[config.mk]
export PLATFORM = sky130hd
export DESIGN_NAME = enc8b10b_multilane
export DESIGN_NICKNAME = d
export VERILOG_FILES = /design/src/rtl/enc8b10b_multilane.sv
export SDC_FILE = /design/constraint.sdc
export NUM_CORES = 1
export LEC_CHECK = 0
export CORE_MARGIN = 1
export CORE_UTILIZATION = 45
export CTS_CLUSTER_DIAMETER = 30
export DETAILED_ROUTE_END_ITERATION = 16
export PLACE_DENSITY = 0.71
export REMOVE_ABC_BUFFERS = 1
export SETUP_SLACK_MARGIN = 0.02
export SLEW_MARGIN = 20
export SYNTH_ARGS = -nofsm -noshare
export SYNTH_HDL_FRONTEND = slang
export SYNTH_SLANG_ARGS = --single-unit
export TNS_END_PERCENT = 100
[constraint.sdc]
create_clock -name CLK -period 16.85 [get_ports CLK]
set_clock_uncertainty 0.15 [all_clocks]
set_input_delay 1.685 -clock CLK [delete_from_list [all_inputs] [get_ports CLK]]
set_output_delay 1.685 -clock CLK [all_outputs]
set_load 0.01 [all_outputs]
[src/rtl/enc8b10b_multilane.sv]
// -----------------------------------------------------------------------------
// enc8b10b_multilane
//   NBYTES-wide 8b/10b encoder (IEEE 802.3 cl.36 code tables). One running
//   disparity is chained lane 0 -> lane NBYTES-1 inside a single cycle, then
//   registered. The output stage is a one-deep valid/ready register, so the
//   serialiser can stall it.
//
// Parameters
//   NBYTES   bytes encoded per cycle (1..8); lane 0 is transmitted first
//   RD_INIT  running disparity after reset (0 = RD-, 1 = RD+)
//
// Ports
//   CLK        rising-edge clock
//   RESET_N    asynchronous active-low reset
//   IN_VALID   DATAIN/KI valid
//   IN_READY   encoder accepts this cycle (!OUT_VALID || OUT_READY)
//   KI         per-lane control flag (1 = K symbol)
//   DATAIN     lane n = DATAIN[8n+7:8n], bit0 = A .. bit7 = H
//   OUT_VALID  DATAOUT valid
//   OUT_READY  downstream takes DATAOUT
//   DATAOUT    lane n = DATAOUT[10n+9:10n], bit0..9 = a,b,c,d,e,i,f,g,h,j
//   RD_OUT     running disparity after the last lane of DATAOUT
//   K_ERR      (only with ENC8B10B_KERR_EN) lane had KI=1 on a byte that is
//              not a legal K code; such bytes are always encoded as data
//
// Optional feature macro: ENC8B10B_KERR_EN
// -----------------------------------------------------------------------------

// Single-lane combinational encoder.
module enc8b10b_lane (
    input  logic [7:0] din,
    input  logic       k,
    input  logic       rd_in,
    output logic [9:0] code,
    output logic       rd_out
`ifdef ENC8B10B_KERR_EN
    ,
    output logic       kerr
`endif
);
    logic [4:0] x;
    logic [2:0] y;
    logic       kvalid;
    logic       k28;
    logic [5:0] c6;      // RD- form of the 6b code, a at bit 5
    logic [3:0] c4;      // RD- form of the 4b code, f at bit 3
    logic [5:0] s6;
    logic [3:0] s4;
    logic       unbal6;
    logic       unbal4;
    logic       rd_mid;  // disparity between the 6b and 4b sub-blocks
    logic       alt7;

    assign x      = din[4:0];
    assign y      = din[7:5];
    assign kvalid = k && ((x == 5'd28) ||
                          ((y == 3'd7) && ((x == 5'd23) || (x == 5'd27) ||
                                           (x == 5'd29) || (x == 5'd30))));
    assign k28    = kvalid && (x == 5'd28);

`ifdef ENC8B10B_KERR_EN
    assign kerr = k && !kvalid;
`endif

    always_comb begin
        c6 = 6'b000000;
        case (x)
            5'd0:  c6 = 6'b100111;
            5'd1:  c6 = 6'b011101;
            5'd2:  c6 = 6'b101101;
            5'd3:  c6 = 6'b110001;
            5'd4:  c6 = 6'b110101;
            5'd5:  c6 = 6'b101001;
            5'd6:  c6 = 6'b011001;
            5'd7:  c6 = 6'b111000;
            5'd8:  c6 = 6'b111001;
            5'd9:  c6 = 6'b100101;
            5'd10: c6 = 6'b010101;
            5'd11: c6 = 6'b110100;
            5'd12: c6 = 6'b001101;
            5'd13: c6 = 6'b101100;
            5'd14: c6 = 6'b011100;
            5'd15: c6 = 6'b010111;
            5'd16: c6 = 6'b011011;
            5'd17: c6 = 6'b100011;
            5'd18: c6 = 6'b010011;
            5'd19: c6 = 6'b110010;
            5'd20: c6 = 6'b001011;
            5'd21: c6 = 6'b101010;
            5'd22: c6 = 6'b011010;
            5'd23: c6 = 6'b111010;
            5'd24: c6 = 6'b110011;
            5'd25: c6 = 6'b100110;
            5'd26: c6 = 6'b010110;
            5'd27: c6 = 6'b110110;
            5'd28: c6 = k28 ? 6'b001111 : 6'b001110;
            5'd29: c6 = 6'b101110;
            5'd30: c6 = 6'b011110;
            default: c6 = 6'b101011;
        endcase
    end

    // Unbalanced codes (and the balanced-but-alternating D.7) are inverted at RD+.
    assign unbal6 = ($countones(c6) != 3);
    assign s6     = (rd_in && (unbal6 || (x == 5'd7))) ? ~c6 : c6;
    assign rd_mid = rd_in ^ unbal6;

    // A7 replaces P7 where P7 would create a run of five equal bits.
    assign alt7 = kvalid ||
                  (!rd_mid && ((x == 5'd17) || (x == 5'd18) || (x == 5'd20))) ||
                  ( rd_mid && ((x == 5'd11) || (x == 5'd13) || (x == 5'd14)));

    always_comb begin
        c4 = 4'b0000;
        case (y)
            3'd0: c4 = 4'b1011;
            3'd1: c4 = 4'b1001;
            3'd2: c4 = 4'b0101;
            3'd3: c4 = 4'b1100;
            3'd4: c4 = 4'b1101;
            3'd5: c4 = 4'b1010;
            3'd6: c4 = 4'b0110;
            default: c4 = alt7 ? 4'b0111 : 4'b1110;
        endcase
    end

    assign unbal4 = ($countones(c4) != 2);

    // K28.y inverts its balanced 4b codes relative to data when entering at RD+
    // (i.e. rd_mid is RD-), which keeps the comma property.
    always_comb begin
        s4 = c4;
        if (rd_mid && (unbal4 || (y == 3'd3)))
            s4 = ~c4;
        else if (k28 && !rd_mid &&
                 ((y == 3'd1) || (y == 3'd2) || (y == 3'd5) || (y == 3'd6)))
            s4 = ~c4;
    end

    assign rd_out = rd_mid ^ unbal4;
    assign code   = {s4[0], s4[1], s4[2], s4[3],
                     s6[0], s6[1], s6[2], s6[3], s6[4], s6[5]};
endmodule

module enc8b10b_multilane #(
    parameter int NBYTES  = 2,
    parameter bit RD_INIT = 1'b0
) (
    input  logic                   CLK,
    input  logic                   RESET_N,
    input  logic                   IN_VALID,
    output logic                   IN_READY,
    input  logic [NBYTES-1:0]      KI,
    input  logic [8*NBYTES-1:0]    DATAIN,
    output logic                   OUT_VALID,
    input  logic                   OUT_READY,
    output logic [10*NBYTES-1:0]   DATAOUT,
    output logic                   RD_OUT
`ifdef ENC8B10B_KERR_EN
    ,
    output logic [NBYTES-1:0]      K_ERR
`endif
);
    logic [NBYTES-1:0][9:0] code_nxt;
    logic                   rd_last;
    logic                   accept;
`ifdef ENC8B10B_KERR_EN
    logic [NBYTES-1:0]      kerr_nxt;
`endif

    assign IN_READY = !OUT_VALID || OUT_READY;
    assign accept   = IN_VALID && IN_READY;

    // RD_OUT doubles as the running-disparity register: it always holds the RD
    // left by the last accepted word, which is where the next word starts.
    // Per-block rd signals keep the disparity chain as distinct nets.
    for (genvar g = 0; g < NBYTES; g++) begin : g_lane
        logic rd_i;
        logic rd_o;
        if (g == 0) begin : g_first
            assign rd_i = RD_OUT;
        end else begin : g_next
            assign rd_i = g_lane[g-1].rd_o;
        end
        enc8b10b_lane u_lane (
            .din    (DATAIN[8*g +: 8]),
            .k      (KI[g]),
            .rd_in  (rd_i),
            .code   (code_nxt[g]),
            .rd_out (rd_o)
`ifdef ENC8B10B_KERR_EN
            ,
            .kerr   (kerr_nxt[g])
`endif
        );
    end

    assign rd_last = g_lane[NBYTES-1].rd_o;

    always_ff @(posedge CLK or negedge RESET_N) begin
        if (!RESET_N) begin
            OUT_VALID <= 1'b0;
            DATAOUT   <= '0;
            RD_OUT    <= RD_INIT;
`ifdef ENC8B10B_KERR_EN
            K_ERR     <= '0;
`endif
        end else if (accept) begin
            OUT_VALID <= 1'b1;
            DATAOUT   <= code_nxt;
            RD_OUT    <= rd_last;
`ifdef ENC8B10B_KERR_EN
            K_ERR     <= kerr_nxt;
`endif
        end else if (OUT_READY) begin
            OUT_VALID <= 1'b0;
        end
    end
endmodule

==> results of run 1 <==
==> worst paths after layout <==
path / startpoint / end / slack (ns) / cells after the start
max: DATAIN[0] / DATAOUT[17] / 6.47 / 30
min: DATAOUT[0] / DATAOUT[0] / 0.33 / 2
max reg2reg: RD_OUT / DATAOUT[17] / 10.35 / 21
min reg2reg: DATAOUT[0] / DATAOUT[0] / 0.33 / 2
max in group asynchronous: RESET_N / DATAOUT[6] / 14.98 / 1
min in group asynchronous: RESET_N / DATAOUT[4] / 1.23 / 1
==> synth_stat cells, drive strengths merged, types with 2 or more instances <==
library cell / number
xor2: 15
nor2b: 4
o311a: 2
a21oi: 14
nand3: 6
nor4b: 2
fa: 6
nor3b: 2
inv: 9
and2: 3
dfrtp: 22
and3: 2
buf: 3
o21ai: 32
nand2: 42
ha: 14
mux2: 6
a221oi: 4
a211oi: 6
a21o: 2
clkbuf: 18
and4: 2
o31ai: 2
a31oi: 5
nor2: 18
nor3: 6
nand2b: 5
xnor2: 13
o22ai: 5
==> power by group <==
group / leakage [nW] / switching, mW / total (mW) / internal [mW]
Sequential: 0.266 / 0.0140 / 0.0918 / 0.0778
Combinational: 0.862 / 0.119 / 0.250 / 0.131
Clock: 0.0288 / 0.0165 / 0.0373 / 0.0208
Total: 1.16 / 0.149 / 0.379 / 0.230
==> cells by family after synthesis <==
logic type,count (synthesis)
compound gates,80
xor+xnor,29
fa+ha+maj,21
buf+inv,30
flops,22
mux,6
simple gates,98
==> layer usage <==
layer  up-vias  track usage [%]  wire [um]
li1       1071                -          -
met1       972             26.1       2380
met2        45             32.6       2350
met3         2             2.88        168
met4         0             1.50         13
met5         -                0          0
==> area by class of cell <==
type                    count  share of cell area (%)
inverters                   9                    1.20
multi-input cells         234                    58.4
clock buffers               4                    1.96
flip-flops and latches     22                    19.6
repair buffers             45                    15.8
well taps                  67                    2.99
==> critical path: cells and delay by family <==
family / cells / cell delay, ns
adder cells (fa/ha/maj): 9 / 2.82
AND/OR/NAND/NOR: 10 / 2.54
XOR/XNOR: 4 / 1.09
multiplexers: 2 / 0.66
buffers and inverters: 1 / 0.79
AO/OA/AOI/OAI: 4 / 0.81
==> flip-flops by register name, indices dropped and copies added, names as in the netlist <==
name / flops
DATAOUT: 20
OUT_VALID: 1
RD_OUT: 1
==> through the flow <==
stage / instance area (um^2) / power [mW] / hold WS, ns
after floorplan: 2220 / 0.256 / 0.366
after global placement: 2760 / 0.341 / 0.311
after detailed placement: 2760 / 0.346 / 0.321
after CTS: 2810 / 0.386 / 0.339
after global routing: 2810 / 0.414 / 0.349
final: 2810 / 0.379 / 0.333
==> impl_metrics.sql, run 1 <==
INSERT INTO impl_metrics (metric_group, metric, value, unit) VALUES
('logic_synthesis', 'post_synth_xor_area_fraction', '11.9', '%'),
('finish', 'n_antenna_cell', '0', ''),
('detailed_routing', 'detailroute.via_count', '2090', ''),
('setup_path', 'end_kind', 'flop', ''),
('cts', 'clock-root-buffer', 'sky130_fd_sc_hd__clkbuf_8', ''),
('detailed_routing', 'route.antenna.remaining_nets', '0', ''),
('cts', 'worst_skew_pair.late_latency', '0.26', 'ns'),
('setup_path', 'worstSetupPathType', 'in2reg', ''),
('floorplanning', 'row_cnt', '25', ''),
('finish', 'fillerInstances', '466', ''),
('logic_synthesis', 'synth-edff-count', '0', ''),
('setup_path', 'crit_arrival', '10.39', 'ns'),
('cts', 'cts.htree.levels', '1', ''),
('finish', 'layout.cells.most_common_list', 'sky130_fd_sc_hd__clkdlybuf4s50_1, sky130_fd_sc_hd__nand2_1, sky130_fd_sc_hd__o21ai_0, sky130_fd_sc_hd__dfrtp_1, sky130_fd_sc_hd__nor2_1', ''),
('timing', 'setup_viol_count_final', '0', ''),
('cts', 'ctsLongestPathBuffers', '2', ''),
('detailed_routing', 'dr.pass1.iters', '4', ''),
('logic_synthesis', 'synth.avg_cell_area', '8.06', 'um^2'),
('setup_path', 'critical_path.startpoint_type', 'input pin', ''),
('detailed_routing', 'totalWireLength', '4910', 'um'),
('floorplanning', 'die_height', '73.6', 'um'),
('finish', 'finish.utilization', '58.2', '%'),
('grt', 'grt.overflow.total', '0', ''),
('timing', 'slew_violations', '0', ''),
('finish', 'multiInputGateArea', '1640', 'um^2'),
('detailed_routing', 'first_iter_violations', '164', ''),
('detailed_routing', 'post_drt_via_cell_ratio', '5.49', ''),
('logic_synthesis', 'register_bit_count_reported_by_yosys', '22', ''),
('floorplanning', 'dieWidth', '73.6', 'um'),
('finish', 'syn2layout_area_growth', '21.7', '%'),
('timing', 'fin_ws', '6.47', 'ns'),
('cts', 'hold_buffers', '0', ''),
('timing', 'worst_slew_margin_rel', '50.7', '%'),
('cts', 'clk_transition_reported_paths', '0.08', 'ns'),
('grt', 'first_global_vias', '1887', ''),
('cts', 'clock_sink_count', '22', ''),
('floorplanning', 'design.core.area', '4820', 'um^2'),
('logic_synthesis', 'yosys-mux-area-fraction', '2.93', '%'),
('grt', 'grt_pass1_wl', '8270', 'um'),
('cts', 'post_cts_resized', '0', ''),
('logic_synthesis', 'post_synth_fa_ha_maj_area_fraction', '13.2', '%'),
('place', 'hpwlAfterDp', '3670', 'um'),
('grt', 'grt_max_degree', '38', ''),
('timing', 'final-hold-violation-count', '0', ''),
('job', 'max_cap_viol_count', '0', ''),
('floorplanning', 'io_pins', '45', ''),
('logic_synthesis', 'synthCells', '286', ''),
('finish', 'final_cell_count_no_fill', '381', ''),
('cts', 'cts_buffers', '3', ''),
('finish', 'final_net_count', '357', ''),
('logic_synthesis', 'synth_ff_type', 'sky130_fd_sc_hd__dfrtp_1', ''),
('pwr', 'power.static_leakage', '1.16', 'nW'),
('floorplanning', 'floorplan.die_area', '5410', 'um^2'),
('timing', 'maxClockFrequency', '96.3', 'MHz'),
('logic_synthesis', 'netlist_top_cells_area', 'sky130_fd_sc_hd__dfrtp_1, sky130_fd_sc_hd__ha_1, sky130_fd_sc_hd__nand2_1, sky130_fd_sc_hd__o21ai_0, sky130_fd_sc_hd__xor2_1', ''),
('worst_hold_path', 'min-delay-path-class', 'reg2reg', ''),
('status', 'run_status', 'completed', ''),
('setup_path', 'cell_repeated_most_along_the_worst_path', 'sky130_fd_sc_hd__ha_1', ''),
('finish', 'final_common_cell', 'sky130_fd_sc_hd__clkdlybuf4s50_1', ''),
('cts', 'cts_setup_buffers', '0', ''),
('setup_path', 'worstPathMaxFanout', '23', ''),
('logic_synthesis', 'netlist.top_cell.by_area', 'sky130_fd_sc_hd__dfrtp_1', ''),
('logic_synthesis', 'share_of_the_yosys_chip_area_belonging_to_registers', '23.9', '%'),
('place', 'place_inst', '377', ''),
('logic_synthesis', 'yosys.cell_types.count', '53', ''),
('logic_synthesis', 'synth.top_cell.area_share', '23.9', '%'),
('logic_synthesis', 'synthSimpleGateAreaFrac', '21.2', '%'),
('logic_synthesis', 'synthArstFlopShare', '100', '%'),
('grt', 'global_route.usage.total', '19.0', '%'),
('finish', 'ff_latch_area', '551', 'um^2'),
('setup_path', 'worstPathRequired', '16.85', 'ns');
(Power assumes the default switching activity.)
==> inputs of run 2 (changes only) <==
--- a/config.mk
+++ b/config.mk
@@ -9,7 +9,7 @@
 export CORE_UTILIZATION = 45
 export CTS_CLUSTER_DIAMETER = 30
 export DETAILED_ROUTE_END_ITERATION = 16
-export PLACE_DENSITY = 0.71
+export PLACE_DENSITY = 0.74
 export REMOVE_ABC_BUFFERS = 1
 export SETUP_SLACK_MARGIN = 0.02
 export SLEW_MARGIN = 20
==> constraint.sdc (replaced) <==
create_clock -name CLK -period 8.8 [get_ports CLK]
set_clock_uncertainty 0.15 [all_clocks]
set_input_delay 0.88 -clock CLK [delete_from_list [all_inputs] [get_ports CLK]]
set_output_delay 0.88 -clock CLK [all_outputs]
set_load 0.01 [all_outputs]
==> run 2 against run 1 <==
Routed wire length grew 8.1%; final area up 11%; sequential power grew 94%; critical path depth is 2 higher; largest power group unchanged.
==> impl_metrics.sql, run 2 (same netlist as run 1, synthesis figures left out) <==
INSERT INTO impl_metrics (metric_group, metric, value, unit) VALUES
('detailed_routing', 'dr.pass1.iters', '4', ''),
('job', 'max_cap_viol_count', '0', ''),
('timing', 'worst_slew_pin_slew', '0.648', 'ns'),
('timing', 'maxClockFrequency', '119', 'MHz'),
('finish', 'drive_gt1_share', '16.3', '%'),
('grt', 'first_global_vias', '1965', ''),
('finish', 'layout_top_registers', 'DATAOUT (20), OUT_VALID (1), RD_OUT (1)', ''),
('setup_path', 'r2r-end', 'DATAOUT[17]', ''),
('status', 'run_status', 'completed', ''),
('detailed_routing', 'route.antenna.remaining_nets', '0', ''),
('timing', 'slew_violations', '0', ''),
('setup_path', 'cpMaxStageDelayCell', 'sky130_fd_sc_hd__fa_1', ''),
('setup_path', 'slowest_delay', '0.51', 'ns'),
('cts', 'ctsLongestPathBuffers', '2', ''),
('finish', 'largest_register_ff_count', '20', ''),
('detailed_routing', 'wire_per_inst', '13.1', 'um'),
('worst_hold_path', 'min-delay-path-class', 'reg2reg', ''),
('detailed_routing', 'first_iter_violations', '122', ''),
('setup_path', 'crit_arrival', '8.41', 'ns'),
('setup_path', 'worstPathMaxFanout', '22', ''),
('detailed_routing', 'detail_route.drc_violations', '0', ''),
('grt', 'grt.overflow.total', '0', ''),
('setup_path', 'end_kind', 'flop', ''),
('finish', 'syn2layout_area_growth', '34.7', '%'),
('place', 'io_buffer_count', '44', ''),
('setup_path', 'crit_end', 'DATAOUT[17]', ''),
('detailed_routing', 'totalWireLength', '5310', 'um'),
('timing', 'worst_slew_margin_rel', '56.7', '%'),
('timing', 'setup_viol_count_final', '0', ''),
('setup_path', 'critical_path.startpoint_type', 'input pin', ''),
('place', 'instance_area_at_placement', '2940', 'um^2'),
('setup_path', 'setup_crit_start', 'DATAIN[0]', ''),
('grt', 'global_route.usage.total', '19.2', '%'),
('timing', 'layout_min_cycle_time', '8.40', 'ns'),
('finish', 'final_net_count', '381', ''),
('floorplanning', 'floorplan.die_area', '5410', 'um^2'),
('worst_hold_path', 'timing.hold.worst.start', 'DATAOUT[2]', ''),
('floorplanning', 'io_pins', '45', ''),
('floorplanning', 'die_height', '73.6', 'um'),
('finish', 'final_cell_count_no_fill', '405', ''),
('finish', 'layout.cells.most_common_list', 'sky130_fd_sc_hd__nand2_1, sky130_fd_sc_hd__clkdlybuf4s50_1, sky130_fd_sc_hd__o21ai_0, sky130_fd_sc_hd__buf_4, sky130_fd_sc_hd__dfrtp_1', ''),
('finish', 'n_antenna_cell', '0', ''),
('detailed_routing', 'detailroute.via_count', '2194', ''),
('floorplanning', 'row_cnt', '25', ''),
('grt', 'initial_antenna_violation_count', '0', ''),
('finish', 'fillerInstances', '427', ''),
('cts', 'clock-root-buffer', 'sky130_fd_sc_hd__clkbuf_8', ''),
('floorplanning', 'design.core.area', '4820', 'um^2'),
('floorplanning', 'dieWidth', '73.6', 'um'),
('timing', 'fin_tns_setup', '0', 'ns'),
('grt', 'grt_max_degree', '38', ''),
('cts', 'clock_sink_count', '22', ''),
('setup_path', 'cell_repeated_most_along_the_worst_path', 'sky130_fd_sc_hd__ha_1', ''),
('cts', 'hold_buffers', '0', ''),
('pwr', 'power.total', '0.831', 'mW'),
('grt', 'grt_pass1_wl', '8310', 'um'),
('timing', 'final-hold-violation-count', '0', ''),
('setup_path', 'rr_startpoint', 'RD_OUT', ''),
('floorplanning', 'floorplan.initialDensity', '47.8', '%'),
('cts', 'tritoncts', 'built', ''),
('cts', 'worst_skew_pair.late_latency', '0.26', 'ns'),
('cts', 'clk_transition_reported_paths', '0.08', 'ns'),
('setup_path', 'timing.reg2reg.setup_slack', '2.97', 'ns'),
('place', 'place_inst', '400', ''),
('finish', 'fin_area', '3110', 'um^2'),
('pwr', 'ir_drop', '0.000164', 'V'),
('timing', 'timing.final.crit_share', '95.5', '%'),
('cts', 'cts_buffers', '3', ''),
('pwr', 'power.static_leakage', '1.31', 'nW'),
('setup_path', 'worstSetupPathType', 'in2reg', ''),
('cts', 'cts.htree.levels', '1', ''),
('place', 'routabilityCongestion', '0.840', ''),
('pwr', 'cellPowerDensity', '268', 'nW/um^2'),
('setup_path', 'r2r.worst_path.cells', '22', ''),
('place', 'hpwlAfterDp', '4020', 'um'),
('detailed_routing', 'post_drt_via_cell_ratio', '5.42', ''),
('finish', 'max_flop_register', 'DATAOUT', ''),
('setup_path', 'worstPathRequired', '8.81', 'ns');
## run 2: through the flow
stage / util (%) / hold WS [ns] / worst slack, ns
CTS: 62.6 / 0.340 / 0.0704
finish: 64.5 / 0.335 / 0.396
floorplan: - / 0.366 / 0.613
global route: 64.5 / 0.357 / -0.123
global placement: 61.0 / 0.310 / 0.0408
detailed placement: 61.0 / 0.320 / -0.248
## run 2: power breakdown
part	switching [mW]	internal (mW)
clock network	0.0335	0.0608
logic	0.256	0.303
registers	0.0291	0.149
## run 2: per-layer routing
metal	share of wire (%)	wire [um]	vias to the layer above	track usage, %
li1	-	-	1110	-
met1	45	2370	1037	23.5
met2	52	2750	45	36.2
met3	3.3	177	2	3.16
met4	0.26	14	0	1.92
met5	0	0	-	0
## run 2: how the worst min path moves through the flow
stage                             end  depth (start not counted)
after floorplan            DATAOUT[0]                          2
after global placement     DATAOUT[4]                          2
after detailed placement   DATAOUT[2]                          2
after CTS                  DATAOUT[2]                          2
after global routing      DATAOUT[16]                          2
final                      DATAOUT[2]                          2
## run 2: area by class of cell
cell class,instances,area (um^2),area share (%)
flip-flops and latches,22,551,17.7
inverters,9,33.8,1.09
repair buffers,69,638,20.5
clock buffers,3,41.3,1.33
clock inverters,1,30.0,0.967
well taps,67,83.8,2.70
multi-input cells,234,1730,55.6
## run 2: what timing repair did
action / in CTS / in global routing
pin swaps: 0 / 1
setup buffers: 0 / 1
gates resized for setup: 1 / 16
setup endpoints to repair: 2 / 5
## run 2: critical path: cells and delay by family
kind	cells	cell delay [ns]
AO/OA/AOI/OAI	3	0.56
buffers and inverters	3	0.79
adder cells (fa/ha/maj)	9	3.03
multiplexers	2	0.65
XOR/XNOR	4	0.76
AND/OR/NAND/NOR	11	1.74
==> inputs of run 3 (changes only) <==
--- a/config.mk
+++ b/config.mk
@@ -5,7 +5,8 @@
 export SDC_FILE = /design/constraint.sdc
 export NUM_CORES = 1
 export LEC_CHECK = 0
-export CORE_MARGIN = 1
+export CAP_MARGIN = 30
+export CORE_MARGIN = 10
 export CORE_UTILIZATION = 45
 export CTS_CLUSTER_DIAMETER = 30
 export DETAILED_ROUTE_END_ITERATION = 16
==> run 3 against run 2 <==
Fmax down 0.42%; sequential power about the same; routed wire length up 8.0%; worst hold slack better by 0.0025 ns; clock power down 25%; largest cell class unchanged; flip-flop and latch count unchanged.
==> impl_metrics.sql, run 3 (same netlist as run 1, synthesis figures left out) <==
INSERT INTO impl_metrics (metric_group, metric, value, unit) VALUES
('floorplanning', 'design.core.area', '4850', 'um^2'),
('cts', 'clk_transition_reported_paths', '0.07', 'ns'),
('grt', 'first_global_vias', '2071', ''),
('worst_hold_path', 'hold_end', 'DATAOUT[5]', ''),
('setup_path', 'cpLargestDelayFamily', 'adder cells', ''),
('cts', 'worst_skew_pair.late_latency', '0.26', 'ns'),
('detailed_routing', 'wire_per_inst', '14.2', 'um'),
('cts', 'cts.htree.levels', '1', ''),
('job', 'max_cap_viol_count', '0', ''),
('timing', 'final-hold-violation-count', '0', ''),
('place', 'hpwlAfterDp', '4490', 'um'),
('place', 'io_buffer_count', '44', ''),
('setup_path', 'worstPathMaxFanout', '7', ''),
('setup_path', 'rr_startpoint', 'RD_OUT', ''),
('timing', 'layout_min_cycle_time', '8.44', 'ns'),
('detailed_routing', 'detail_route.drc_violations', '0', ''),
('setup_path', 'cpMaxStageDelayCell', 'sky130_fd_sc_hd__clkdlybuf4s50_1', ''),
('place', 'instance_area_at_placement', '2970', 'um^2'),
('finish', 'drive_gt1_share', '14.8', '%'),
('grt', 'grt.overflow.total', '0', ''),
('setup_path', 'cp_num_cells', '30', ''),
('detailed_routing', 'detailroute.via_count', '2248', ''),
('finish', 'final_net_count', '381', ''),
('setup_path', 'cell_repeated_most_along_the_worst_path', 'sky130_fd_sc_hd__ha_1', ''),
('setup_path', 'end_kind', 'flop', ''),
('cts', 'cts_setup_buffers', '0', ''),
('detailed_routing', 'totalWireLength', '5730', 'um'),
('setup_path', 'worstPathRequired', '8.80', 'ns'),
('setup_path', 'crit_arrival', '8.44', 'ns'),
('cts', 'clock-root-buffer', 'sky130_fd_sc_hd__clkbuf_8', ''),
('worst_hold_path', 'timing.hold.worst.start', 'DATAOUT[5]', ''),
('timing', 'worst_slew_pin_slew', '0.651', 'ns'),
('timing', 'worst_slew_margin_rel', '56.5', '%'),
('setup_path', 'critical_path.startpoint_type', 'input pin', ''),
('grt', 'grt_max_degree', '38', ''),
('cts', 'hold_buffers', '0', ''),
('setup_path', 'critical_path.n_buffers_inverters', '3', ''),
('cts', 'tritoncts', 'built', ''),
('timing', 'slew_violations', '0', ''),
('finish', 'layout.cells.most_common_list', 'sky130_fd_sc_hd__clkdlybuf4s50_1, sky130_fd_sc_hd__nand2_1, sky130_fd_sc_hd__o21ai_0, sky130_fd_sc_hd__dfrtp_1, sky130_fd_sc_hd__buf_4', ''),
('setup_path', 'slowest_delay', '0.49', 'ns'),
('finish', 'final_common_cell', 'sky130_fd_sc_hd__clkdlybuf4s50_1', ''),
('status', 'run_status', 'completed', ''),
('timing', 'setup_viol_count_final', '0', ''),
('timing', 'hold-worst-slack', '0.337', 'ns'),
('finish', 'syn2layout_area_growth', '33.8', '%'),
('detailed_routing', 'dr.pass1.iters', '4', ''),
('floorplanning', 'dieWidth', '91.6', 'um'),
('place', 'routabilityCongestion', '0.872', ''),
('pwr', 'cellPowerDensity', '256', 'nW/um^2'),
('setup_path', 'timing.reg2reg.setup_slack', '2.96', 'ns'),
('setup_path', 'r2r-end', 'DATAOUT[17]', ''),
('finish', 'max_flop_register', 'DATAOUT', ''),
('timing', 'maxClockFrequency', '118', 'MHz'),
('detailed_routing', 'route.antenna.remaining_nets', '0', ''),
('cts', 'cts_buffers', '3', ''),
('finish', 'n_antenna_cell', '0', ''),
('worst_hold_path', 'min-delay-path-class', 'reg2reg', ''),
('grt', 'initial_antenna_violation_count', '0', ''),
('floorplanning', 'die_height', '91.6', 'um'),
('timing', 'timing.final.crit_share', '95.9', '%'),
('setup_path', 'r2r.worst_path.cells', '22', ''),
('detailed_routing', 'post_drt_via_cell_ratio', '5.55', ''),
('finish', 'largest_register_ff_count', '20', ''),
('place', 'place_inst', '401', ''),
('floorplanning', 'floorplan.initialDensity', '47.5', '%'),
('pwr', 'ir_drop', '0.000170', 'V'),
('detailed_routing', 'first_iter_violations', '179', ''),
('grt', 'grt_pass1_wl', '9550', 'um'),
('timing', 'rsz0062_at_grt', 'false', ''),
('floorplanning', 'io_pins', '45', ''),
('finish', 'final_cell_count_no_fill', '405', ''),
('worst_hold_path', 'hold_path_depth', '2', ''),
('finish', 'layout_top_registers', 'DATAOUT (20), OUT_VALID (1), RD_OUT (1)', ''),
('pwr', 'power.static_leakage', '1.30', 'nW'),
('setup_path', 'worstSetupPathType', 'in2reg', ''),
('floorplanning', 'floorplan.die_area', '8380', 'um^2'),
('cts', 'clock_sink_count', '22', ''),
('grt', 'global_route.usage.total', '12.8', '%'),
('cts', 'post_cts_resized', '0', ''),
('floorplanning', 'row_cnt', '25', ''),
('pwr', 'power.total', '0.791', 'mW'),
('finish', 'fin_area', '3080', 'um^2'),
('cts', 'ctsLongestPathBuffers', '2', '');
## run 3: changes by cell type in the layout (fill, tap and decap cells not counted), sizes merged
cell | before | now
bufinv | 1 | 0
clkbuf | 3 | 4
buf | 26 | 25
clkdlybuf4s50 | 42 | 43
## run 3: worst max-delay path by stage
stage                     startpoint          end  slack [ns]
final                      DATAIN[1]  DATAOUT[17]        0.36
after floorplan            DATAIN[1]  DATAOUT[17]        0.61
after detailed placement   DATAIN[0]  DATAOUT[17]       -0.15
after global placement     DATAIN[0]  DATAOUT[17]        0.02
after CTS                  DATAIN[0]  DATAOUT[17]         0.1
after global routing       DATAIN[0]  DATAOUT[17]        0.03
## run 3: final cells by class
cell class | count | area, um^2
inverters | 9 | 33.8
repair buffers | 69 | 663
multi-input cells | 234 | 1700
fillers | 418 | 1760
flip-flops and latches | 22 | 551
clock buffers | 4 | 55.1
well taps | 67 | 83.8
## run 3: metal layers
layer  GRT usage (%)  vias up  share of wire, %
met5               0        -                 0
met4            1.31        0              0.37
met3            3.54        2               6.7
met2            21.7       59                50
met1            16.3     1072                43
li1                -     1115                 -
## run 3: per-stage QoR
stage,util (%),TNS [ns],setup slack (ns)
after global placement,60.9,0,0.0205
after floorplan,-,0,0.613
final,63.6,0,0.361
after CTS,62.3,0,0.0989
after global routing,63.6,0,0.0287
after detailed placement,61.2,-0.333,-0.151
## run 3: worst reg2reg max path, delay by kind of cell, from the launching register on
family                     cells  cell delay (ns)
AOI/OAI and AO/OA              2             0.44
xor gates and xnor gates       4             0.82
adders and majority gates      6             1.88
buffers and inverters          1             0.15
DFF                            1             0.50
muxes                          2             0.64
and+or+nand+nor                7             1.16
## run 3: report_power, final
| part | total [mW] | switching (mW) | leakage (nW) | internal, mW |
|---|---|---|---|---|
| logic | 0.541 | 0.247 | 1.00 | 0.293 |
| registers | 0.179 | 0.0305 | 0.266 | 0.149 |
| clock network | 0.0707 | 0.0309 | 0.0288 | 0.0398 |
| total | 0.791 | 0.309 | 1.30 | 0.482 |
